<file path="src/rtl/mc_ctrl.sv">
// mc_ctrl: multi-cycle control FSM for a MIPS-subset datapath
module mc_ctrl #(
  parameter int TIMEOUT_CYC = 16
) (
  input  logic        clk,
  input  logic        reset,
  input  logic [31:0] instr,
  input  logic        equal,
  input  logic        mem_ack,
  output logic [2:0]  state,
  output logic        pc_wr,
  output logic [1:0]  npc_sel,
  output logic        ir_wr,
  output logic [2:0]  aluctr,
  output logic [1:0]  alub_sel,
  output logic        rf_wr,
  output logic [1:0]  rf_wa_sel,
  output logic [1:0]  rf_wd_sel,
  output logic        mem_rd,
  output logic        mem_wr,
  output logic        illegal,
  output logic        timeout
);
  typedef enum logic [2:0] {FETCH, DECODE, EXE, MEM_RD, MEM_WR, WB, BRANCH, JUMP} st_t;
  localparam int CW = TIMEOUT_CYC > 1 ? $clog2(TIMEOUT_CYC) : 1;
  st_t st;
  logic [CW-1:0] wait_cnt;
  logic [5:0] op, fn;
  logic r_t, addu, subu, sll, jr, ori, lui, lw, sw, beq, j, jal, jmp, exe, mem, last, alu, run;
  assign op   = instr[31:26];
  assign fn   = instr[5:0];
  assign r_t  = op == 6'b000000;
  assign addu = r_t && fn == 6'b100001;
  assign subu = r_t && fn == 6'b100011;
  assign sll  = r_t && fn == 6'b000000;
  assign jr   = r_t && fn == 6'b001000;
  assign ori  = op == 6'b001101;
  assign lui  = op == 6'b001111;
  assign lw   = op == 6'b100011;
  assign sw   = op == 6'b101011;
  assign beq  = op == 6'b000100;
  assign j    = op == 6'b000010;
  assign jal  = op == 6'b000011;
  assign jmp  = j || jal || jr;
  assign exe  = addu || subu || sll || ori || lui || lw || sw;
  assign mem  = st == MEM_RD || st == MEM_WR;
  assign last = TIMEOUT_CYC != 0 && wait_cnt == CW'(TIMEOUT_CYC - 1);
  // ALU selects stay live from EXE through MEM/WB so the result is stable when consumed
  assign alu  = st == EXE || st == WB || mem;
  assign run  = !reset;
  always_ff @(posedge clk) begin
    if (reset) begin
      st       <= FETCH;
      wait_cnt <= '0;
    end else begin
      case (st)
        FETCH:  st <= DECODE;
        DECODE: st <= jmp ? JUMP : beq ? BRANCH : exe ? EXE : FETCH;
        EXE:    st <= lw ? MEM_RD : sw ? MEM_WR : WB;
        MEM_RD, MEM_WR:
          if (mem_ack) begin
            st       <= st == MEM_RD ? WB : FETCH;
            wait_cnt <= '0;
          end else if (last) begin
            st       <= FETCH;
            wait_cnt <= '0;
          end else begin
            wait_cnt <= wait_cnt + CW'(1);
          end
        default: st <= FETCH;
      endcase
    end
  end
  assign state     = st;
  assign pc_wr     = run && (st == FETCH || st == JUMP || (st == BRANCH && equal));
  assign npc_sel   = !run ? 2'b00 : st == JUMP ? (jr ? 2'b11 : 2'b10) : (st == BRANCH && equal) ? 2'b01 : 2'b00;
  assign ir_wr     = run && st == FETCH;
  assign aluctr    = !run ? 3'b000 : st == BRANCH ? 3'b001 : !alu ? 3'b000 :
                     subu ? 3'b001 : sll ? 3'b100 : ori ? 3'b010 : lui ? 3'b011 : 3'b000;
  assign alub_sel  = (!run || !alu) ? 2'b00 : (ori || lui) ? 2'b10 : (lw || sw) ? 2'b01 : 2'b00;
  assign rf_wr     = run && (st == WB || (st == JUMP && jal));
  assign rf_wa_sel = !run ? 2'b00 : st == WB ? (r_t ? 2'b01 : 2'b00) : (st == JUMP && jal) ? 2'b10 : 2'b00;
  assign rf_wd_sel = !run ? 2'b00 : st == WB ? (lw ? 2'b01 : 2'b00) : (st == JUMP && jal) ? 2'b10 : 2'b00;
  assign mem_rd    = run && st == MEM_RD;
  assign mem_wr    = run && st == MEM_WR;
  assign illegal   = run && st == DECODE && !jmp && !beq && !exe;
  assign timeout   = run && mem && !mem_ack && last;
endmodule

</file>
<file path="config.mk">
export PLATFORM = sky130hd
export DESIGN_NAME = mc_ctrl
export DESIGN_NICKNAME = d
export VERILOG_FILES = /design/src/rtl/mc_ctrl.sv
export SDC_FILE = /design/constraint.sdc
export NUM_CORES = 1
export LEC_CHECK = 0
export CAP_MARGIN = 20
export CORE_UTILIZATION = 32
export CTS_CLUSTER_DIAMETER = 30
export DETAILED_ROUTE_END_ITERATION = 7
export GPL_TIMING_DRIVEN = 1
export HOLD_SLACK_MARGIN = 0.02
export PLACE_DENSITY = 0.76
export SETUP_SLACK_MARGIN = 0.15
export SYNTH_ARGS = -nofsm -noshare
export SYNTH_HDL_FRONTEND = slang
export SYNTH_SLANG_ARGS = --single-unit
</file>
<file path="constraint.sdc">
create_clock -name clk -period 1.7 [get_ports clk]
set_input_delay 0.34 -clock clk [delete_from_list [all_inputs] [get_ports clk]]
set_output_delay 0.34 -clock clk [all_outputs]
set_load 0.1 [all_outputs]
</file>
==> flow_summary.ini, run 1 <==
[cts]
clkSinkCount = 7
ctsHoldBuffers = 0
root_buffer = clkbuf_4
clockBufferDepth = 2
cts-htree-levels = 1
numCtsBuffers = 3

[synthesis]
yosysSeqAreaShare_pct = 16.6
synth_area_per_cell_um2 = 7.32
synth_edf_count = 0
yosys.cell_types.count = 44
syn-num-nets = 153
synthCells = 115
netlist_area_um2 = 842
async_reset_ff_share_pct = 0
ys_ff_latch = 7
yosysWarnings = 0
synth.top_cell.area_share_pct = 16.6
synth.area.top_cells = dfxtp_1 17%, nor2_1 5.8%, nor4_1 5.2%
yosysTopAreaCell = dfxtp_1
synth_top_flop_cell = dfxtp_1

[die]
die_h_um = 53.3
die_w_um = 53.3
row_count = 18
pin_count = 57
start_util_pct = 34.0

[grt]
grt_max_degree = 10
grt.total_usage_pct = 71.6
grt.overflow.total = 42

[placed_design]
io_buffers = 36
place_congestion = 0.846
dp_hpwl_mm = 2.98

[sta]
endpoint_type = top-level output
grt-worst-endpoint = illegal

[outcome]
status = aborted with a tool error
stop_stage = 5_1_grt
first-error = [ERROR GRT-0232] Routing congestion too high. Check the congestion heatmap in the GUI.
through the flow:
step | worst slack [ps] | util (%) | hold slack, ps | instances | area, um^2
CTS | -389 | 92.6 | 494 | 234 | 2290
detailed placement | -834 | 80.2 | 481 | 218 | 1990
global placement | -737 | 80.2 | 458 | 218 | 1990
floorplan | -1010 | - | 407 | 115 | 1140
cell families after synthesis:
| kind of cell | after synthesis | share of synthesized area, % |
|---|---|---|
| simple gates | 66 | 46.4 |
| fa+ha+maj | 2 | 2.97 |
| mux | 1 | 1.19 |
| compound gates | 27 | 25.1 |
| flops | 7 | 16.6 |
| buf+inv | 12 | 7.73 |
routing by layer:
metal | overflow | GRT usage [%]
met1 | 0 | 67.8
met2 | 16 | 91.7
met3 | 0 | 43.4
met4 | 26 | 95.6
met5 | 0 | 0
synth_stat cells (2+ instances only):
master    number
and3b_1        2
or3b_1         2
a21oi_1        7
nand3_1        7
o21ai_0        3
and2_1         2
dfxtp_1        7
clkbuf_1       4
or3_1          5
nand2_1        6
nor4_1         7
ha_1           2
buf_6          2
or3b_2         2
nand2b_1       6
nor3_1         5
a211oi_1       3
inv_1          4
a31oi_1        2
nor2_1        13
repair_timing:
action,4_1_cts
resized for setup,98
pin swaps,29
gates cloned,1
setup buffers,11
setup endpoints to repair,24
==> inputs of run 2 (changes only) <==
CORE_UTILIZATION = 20   (was 32)
CTS_CLUSTER_DIAMETER = default   (was 30)
HOLD_SLACK_MARGIN = default   (was 0.02)
PLACE_DENSITY = default   (was 0.76)
PLACE_DENSITY_LB_ADDON = 0.15   (was default)
SETUP_SLACK_MARGIN = default   (was 0.15)
clock period = 2.2 ns   (was 1.7 ns; I/O delays follow)
==> flow_summary.ini, run 2 <==
[route]
routed_wl_mm = 3.05
detail-route-antenna-nets = 0
wl_per_cell_um = 12.7
firstDrtPassIters = 4
vias_per_cell = 4.78
drc = 0
drtIter0Drc = 25
via_count = 1151

[synthesis]
synth.area.top_cells = dfxtp_1 17%, nor2_1 5.8%, nor4_1 5.2%
yosys.cell_types.count = 44
yosysSeqAreaShare_pct = 16.6
synth_most_common_cell = nor2_1
synth_area_per_cell_um2 = 7.32
yosysTopAreaCell = dfxtp_1
synth_top_flop_cell = dfxtp_1
synth.top_cell.area_share_pct = 16.6
yosysWarnings = 0
syn-num-nets = 153
yosys-top-cells-count = 13 x nor2_1, 7 x a21oi_1, 7 x dfxtp_1, 7 x nand3_1, 7 x nor4_1
netlist_area_um2 = 842
synthCells = 115
synth_edf_count = 0
async_reset_ff_share_pct = 0
ys_ff_latch = 7

[grt]
antenna_found_initial = 0
grt.overflow.total = 0
grt_max_degree = 16
grt.total_usage_pct = 15.5
grt_first_pass_wirelength_mm = 5.37
grt_pass1_vias = 1232

[cts]
cts.clk_slew.worst_paths_ps = 40
numCtsBuffers = 3
insertion_delay_ps = 220
cts_tree = built
cts-htree-levels = 1
clockBufferDepth = 2
clkSinkCount = 7
root_buffer = clkbuf_8

[power]
ir_drop_mv = 0.131
p_per_area_nw_per_um2 = 281
total_power_mw = 0.566
p_leak_nw = 0.852

[final_layout]
layout-drive-gt1-share_pct = 66.0
top_register = wait_cnt
final_cell_mix = 43 x buf_4, 18 x buf_12, 8 x nor2_1, 8 x buf_6, 7 x nand3_1
largest_reg_flops = 4
area_growth_pct = 140
register_area_um2 = 151
mostFrequentLayoutCell = buf_4
diodes = 0
fillers = 386
stdcell_count = 241
multi_input_area_um2 = 900
layout.nets = 230

[die]
die_h_um = 66.9
row_count = 23
fp.dieArea_um2 = 4470
die_w_um = 66.9
core_um2 = 4030
pin_count = 57
start_util_pct = 20.9

[sta]
fin_skew_ps = 1.07
fin_setup_tns_ps = -208
fin_ws_ps = -73.2
finalHoldViolCount = 0
rsz0062_at_grt = true
fmax_ghz = 0.440
relSlewSlack_pct = 72.2
final-max-slew-violation-count = 0
fin_crit_sh_pct = 103
setup_viol = 7
worst_slew_pin_slew_ps = 412
final.min_clock_period_ps = 2270

[min_path]
hold_class = reg -> reg
hp-start = wait_cnt[1]$_SDFFE_PP0N_

[worst_setup_path]
path_cells = buf_2, or3_4, nor4_4, mux2i_2, nor3_4, buf_12
r2r_start = state[2]$_SDFFE_PP0P_
critical_path_class = in -> out
worst_path_max_delay_cell = or3_4
max_stage_delay_ps = 400
worstSetupStartpoint = instr[1]
end_kind = primary output
path_delay_family = simple AND/OR/NAND/NOR gates
path_buf_inv = 2
crit_fanout = 3
start_kind = input pin
critical_path_required_ps = 1760
cp_data_arrival_time_ps = 1830

[placed_design]
place_congestion = 0.813
dpl.cell_count = 231
dp_hpwl_mm = 2.43
dp_slack_ps = -524
io_buffers = 36

[outcome]
violations = setup timing
status = finished, violations left

[job]
maxCapViolCount = 0
-- run 2: cell counts after synthesis --
Identical to the previous run, type by type.
-- run 2: final cells by class --
class                      instances  share of cell area [%]
multi-input combinational         96                    44.6
timing repair buffer              80                    41.7
sequential                         7                    7.50
tap                               50                    3.10
clock buffer                       4                    2.23
inverter                           4                   0.868
-- run 2: repair_timing --
item / CTS / global route
gates resized for setup: 52 / 12
hold buffers: 0 / 0
gates cloned: 0 / 0
pin swaps: 18 / 6
endpoints found under the setup margin: 14 / 10
setup buffers: 6 / 2
-- run 2: path summary, 6_finish.rpt --
check / end / slack (ps) / cells past startpoint
max: npc_sel[0] / -70 / 6
min: wait_cnt[1]$_SDFFE_PP0N_ / 490 / 2
max reg2reg: wait_cnt[3]$_SDFFE_PP0N_ / 550 / 4
min reg2reg: wait_cnt[1]$_SDFFE_PP0N_ / 490 / 2
-- run 2: power breakdown --
group          total, mW  switching, mW  internal, mW  leakage [nW]
logic              0.254          0.143         0.110         0.771
clock network      0.179         0.0537         0.125        0.0228
registers          0.134        0.00510         0.129        0.0588
total              0.566          0.202         0.364         0.852
-- run 2: cells by family after synthesis --
family                     Yosys count  synth area share [%]
DFF                                  7                  16.6
muxes                                1                  1.19
and+or+nand+nor                     66                  46.4
adders and majority gates            2                  2.97
buffers and inverters               12                  7.73
AOI/OAI and AO/OA                   27                  25.1
-- run 2: layer usage --
metal  share of wire, %  GRT usage (%)
met1                 43           18.5
met2                 54           28.2
met5                  0              0
met3                2.9           1.37
met4               0.59           5.59
-- run 2: stage by stage --
step	util [%]	instance area [um^2]	hold slack, ps
CTS	49.7	2000	490
finish	50.1	2020	490
global placement	47.4	1910	462
global route	50.1	2020	526
floorplan	-	1120	449
detailed placement	47.4	1910	485
-- run 2: worst reg2reg max path, stage by stage, from the launching register on --
cell     delay, ps
dfxtp_4        370
or3b_4         390
and2_4         200
or4_1          480
a21oi_1        150
No activity file was read; power rests on OpenSTA's default activity.
==> inputs of run 3 (changes only) <==
CTS_BUF_LIST = sky130_fd_sc_hd__clkbuf_8 sky130_fd_sc_hd__clkbuf_16   (was default)
PLACE_DENSITY_LB_ADDON = 0.3   (was 0.15)
==> flow_summary.ini, run 3 (synthesis gave the netlist of run 2 again) <==
[outcome]
status = finished, violations left
violations = setup timing

[grt]
grt_max_degree = 16
antenna_found_initial = 0
grt.overflow.total = 0
grt.total_usage_pct = 16.0
grt_pass1_vias = 1206
grt_first_pass_wirelength_mm = 5.53

[final_layout]
layout-drive-gt1-share_pct = 66.1
area_growth_pct = 143
mostFrequentLayoutCell = buf_4
final_cell_mix = 40 x buf_4, 19 x buf_12, 10 x buf_6, 8 x nor2_1
diodes = 0
largest_reg_flops = 4
layout.nets = 228
top_register = wait_cnt
fillers = 373

[route]
via_count = 1173
detail-route-antenna-nets = 0
drtIter0Drc = 40
firstDrtPassIters = 4
drc = 0
vias_per_cell = 4.91
wl_per_cell_um = 14.0
routed_wl_mm = 3.35

[die]
start_util_pct = 20.9
core_um2 = 4030
row_count = 23
die_h_um = 66.9
fp.dieArea_um2 = 4470
pin_count = 57
die_w_um = 66.9

[sta]
finalHoldViolCount = 0
hold_ws_ps = 477
final-max-slew-violation-count = 0
worst_slew_pin_slew_ps = 407
fin_setup_tns_ps = -227
relSlewSlack_pct = 72.5
setup_viol = 5
fmax_ghz = 0.442
rsz0062_at_grt = true
fin_skew_ps = 3.79
fin_crit_sh_pct = 103
fin_ws_ps = -60.0
final.min_clock_period_ps = 2260

[cts]
cts-htree-levels = 1
root_buffer = clkbuf_8
insertion_delay_ps = 220
clkSinkCount = 7
clockBufferDepth = 2
numCtsBuffers = 3
cts_tree = built
cts.clk_slew.worst_paths_ps = 40

[min_path]
hold_class = reg -> reg

[power]
p_leak_nw = 0.879
ir_drop_mv = 0.111
total_power_mw = 0.567
p_per_area_nw_per_um2 = 277

[placed_design]
dp_slack_ps = -511
dp_hpwl_mm = 2.54
io_buffers = 36
place_congestion = 0.766

[worst_setup_path]
cp_data_arrival_time_ps = 1820
critical_path_required_ps = 1760
end_kind = primary output
crit_fanout = 3
critical_path_class = in -> out
start_kind = input pin

[job]
maxCapViolCount = 0
## run 3: changes by cell type in the layout (fill, tap and decap cells not counted), sizes merged
cell          previous run  this run
buf                     73        74
clkbuf                   8         4
dlygate4sd2              1         0
dlymetal6s2s             0         1
inv                      4         5
## run 3: worst paths after layout
check                            from                       end  slack (ps)  cells past startpoint
min          wait_cnt[1]$_SDFFE_PP0N_  wait_cnt[1]$_SDFFE_PP0N_         480                      2
max reg2reg     state[2]$_SDFFE_PP0P_  wait_cnt[3]$_SDFFE_PP0N_         420                      5
min reg2reg  wait_cnt[1]$_SDFFE_PP0N_  wait_cnt[1]$_SDFFE_PP0N_         480                      2
max                         instr[27]                 aluctr[2]         -60                      6
## run 3: cell type report
type | instances | area (um^2) | area share (%)
multi-input combinational | 96 | 916 | 44.7
timing repair buffer | 78 | 856 | 41.8
sequential | 7 | 151 | 7.39
tap | 50 | 62.6 | 3.05
clock buffer | 3 | 41.3 | 2.02
inverter | 4 | 17.5 | 0.855
clock inverter | 1 | 3.75 | 0.183
## run 3: worst max-delay path, cell delays in order
cell    delay, ps
buf_6          90
or3_4         410
buf_6         140
or2_4         250
nor4_4        270
buf_12        220
## run 3: report_power, final
group | switching (mW) | total [mW] | internal [mW] | leakage [nW]
Sequential | 0.00496 | 0.134 | 0.129 | 0.0588
Combinational | 0.147 | 0.260 | 0.112 | 0.794
Clock | 0.0530 | 0.173 | 0.120 | 0.0269
Total | 0.205 | 0.567 | 0.362 | 0.879
## run 3: metrics by stage
step           util [%]  instances  area, um^2
3_5_place_dp       46.4        224        1870
5_1_grt            50.8        239        2050
6_report           50.8        239        2050
3_3_place_gp       46.4        224        1870
2_1_floorplan         -        115        1120
4_1_cts            48.7        234        1960
## run 3: per-layer routing
metal	up-vias	wire length [um]	GRT usage, %
met3	4	124	2.57
met1	558	1400	19.1
met5	-	0	0
met2	23	1800	29.4
met4	0	34	3.19
li1	588	-	-
## run 3: repair_timing
| item | 4_1_cts | 5_1_grt |
|---|---|---|
| setup endpoints to repair | 14 | 9 |
| hold buffers | 0 | 0 |
| gates resized for setup | 55 | 13 |
| setup buffers | 6 | 6 |
| pin swaps | 14 | 12 |
==> inputs of run 4 (changes only) <==
SETUP_SLACK_MARGIN = 0.5   (was default)
==> flow_summary.ini, run 4 (synthesis gave the netlist of run 2 again) <==
[outcome]
status = finished, violations left
violations = setup timing

[grt]
antenna_found_initial = 0
grt.overflow.total = 0
grt_max_degree = 14
use_met3_pct = 2.40
grt_first_pass_wirelength_mm = 5.78
grt.total_usage_pct = 16.9
use_met1_pct = 19.2
grt_pass1_vias = 1289
busiest_layer = met2
grt_use_met2_pct = 31.1

[sta]
fin_skew_ps = 2.68
final.min_clock_period_ps = 2310
relSlewSlack_pct = 69.2
worst_slew_pin_slew_ps = 461
final-max-slew-violation-count = 0
setup_viol = 5
fin_ws_ps = -111
fin_crit_sh_pct = 105
finalHoldViolCount = 0
fmax_ghz = 0.433
fin_setup_tns_ps = -499
rsz0062_at_grt = true

[die]
start_util_pct = 20.9
die_h_um = 66.9
die_w_um = 66.9
fp.dieArea_um2 = 4470
core_um2 = 4030
row_count = 23
pin_count = 57

[final_layout]
layout-drive-gt1-share_pct = 73.1
top_register = wait_cnt
post-route-util_pct = 57.8
diodes = 0
final_cell_mix = 40 x buf_4, 27 x buf_6, 18 x buf_12, 8 x nor2_1, 7 x nand3_1
area_growth_pct = 177
largest_reg_flops = 4
mostFrequentLayoutCell = buf_4
stdcell_count = 258
layout.nets = 247

[worst_setup_path]
critical_path_required_ps = 1760
crit_fanout = 5
r2r_start = state[1]$_SDFFE_PP0P_
r2r_slack_ps = 280
rr_worst_depth = 7
cp_data_arrival_time_ps = 1870
end_kind = primary output
timing.rr.end = wait_cnt[3]$_SDFFE_PP0N_
critical_path_class = in -> out
start_kind = input pin

[min_path]
hold_end = wait_cnt[1]$_SDFFE_PP0N_
hp-start = wait_cnt[1]$_SDFFE_PP0N_
hold_class = reg -> reg
holdPathStages = 2

[power]
p_leak_nw = 0.990
internal_power_mw = 0.378
comb_power_share_pct = 47.8
p_per_area_nw_per_um2 = 259
p_seq_share_pct = 22.1
netSwitchingPower_mw = 0.226
total_power_mw = 0.604
clkPwrFrac_pct = 30.1
ir_drop_mv = 0.154
p_sw_share_pct = 37.4

[route]
wl_per_cell_um = 14.2
detail-route-antenna-nets = 0
routed_wl_mm = 3.66
drc = 0
vias_per_cell = 4.91
via_count = 1266
drtIter0Drc = 21
firstDrtPassIters = 4

[placed_design]
dp_hpwl_mm = 2.53
dpl.cell_count = 225
io_buffers = 36
place_congestion = 0.773
dp_slack_ps = -547

[cts]
clkSinkCount = 7
numCtsBuffers = 3
cts_tree = built
cts.clk_slew.worst_paths_ps = 40
cts-htree-levels = 1
clockBufferDepth = 2
insertion_delay_ps = 230
root_buffer = clkbuf_8

[job]
maxCapViolCount = 0
run 4: power by group through the flow:
stage / Clock, mW / Combinational, mW / Sequential [mW]
global placement: 0 / 0.232 / 0.143
CTS: 0.182 / 0.278 / 0.133
detailed placement: 0 / 0.236 / 0.144
global route: 0.194 / 0.303 / 0.134
floorplan: 0 / 0.128 / 0.153
finish: 0.182 / 0.288 / 0.134
run 4: repair_timing:
action | 4_1_cts | 5_1_grt
resized for setup | 87 | 21
hold buffers | 0 | 0
pin swaps | 26 | 22
setup buffers | 20 | 9
setup endpoints to repair | 23 | 22
run 4: layout make-up:
class | count | area (um^2)
clock inverters | 1 | 3.75
fillers | 337 | 1700
clock buffers | 3 | 41.3
flip-flops and latches | 7 | 151
inverters | 4 | 17.5
repair buffers | 97 | 1060
well taps | 50 | 62.6
multi-input cells | 96 | 988
run 4: per-stage QoR:
| stage | cell area, um^2 | hold slack, ps |
|---|---|---|
| 6_report | 2330 | 489 |
| 5_1_grt | 2330 | 512 |
| 4_1_cts | 2210 | 487 |
| 3_5_place_dp | 1870 | 481 |
| 3_3_place_gp | 1870 | 460 |
| 2_1_floorplan | 1140 | 449 |
run 4: worst max path at each step:
stage | start | endpoint | slack, ps | cells after the start
after global routing | instr[31] | rf_wr | -150 | 8
after floorplan | state[2]$_SDFFE_PP0P_ | aluctr[2] | -610 | 6
after global placement | instr[29] | aluctr[2] | -480 | 5
final | instr[31] | npc_sel[0] | -110 | 6
after detailed placement | instr[29] | npc_sel[0] | -550 | 6
after CTS | instr[31] | rf_wd_sel[1] | -160 | 8
run 4: layer usage:
| metal | vias to the layer above | routed length [um] |
|---|---|---|
| met5 | - | 0 |
| met4 | 0 | 84 |
| met3 | 9 | 162 |
| met2 | 38 | 1990 |
| met1 | 591 | 1430 |
| li1 | 628 | - |
run 4: critical path, stage by stage:
cell     delay (ps)
buf_6            90
or3_4           420
nor4_4          390
mux2i_2         150
nor3_4          170
buf_12          200
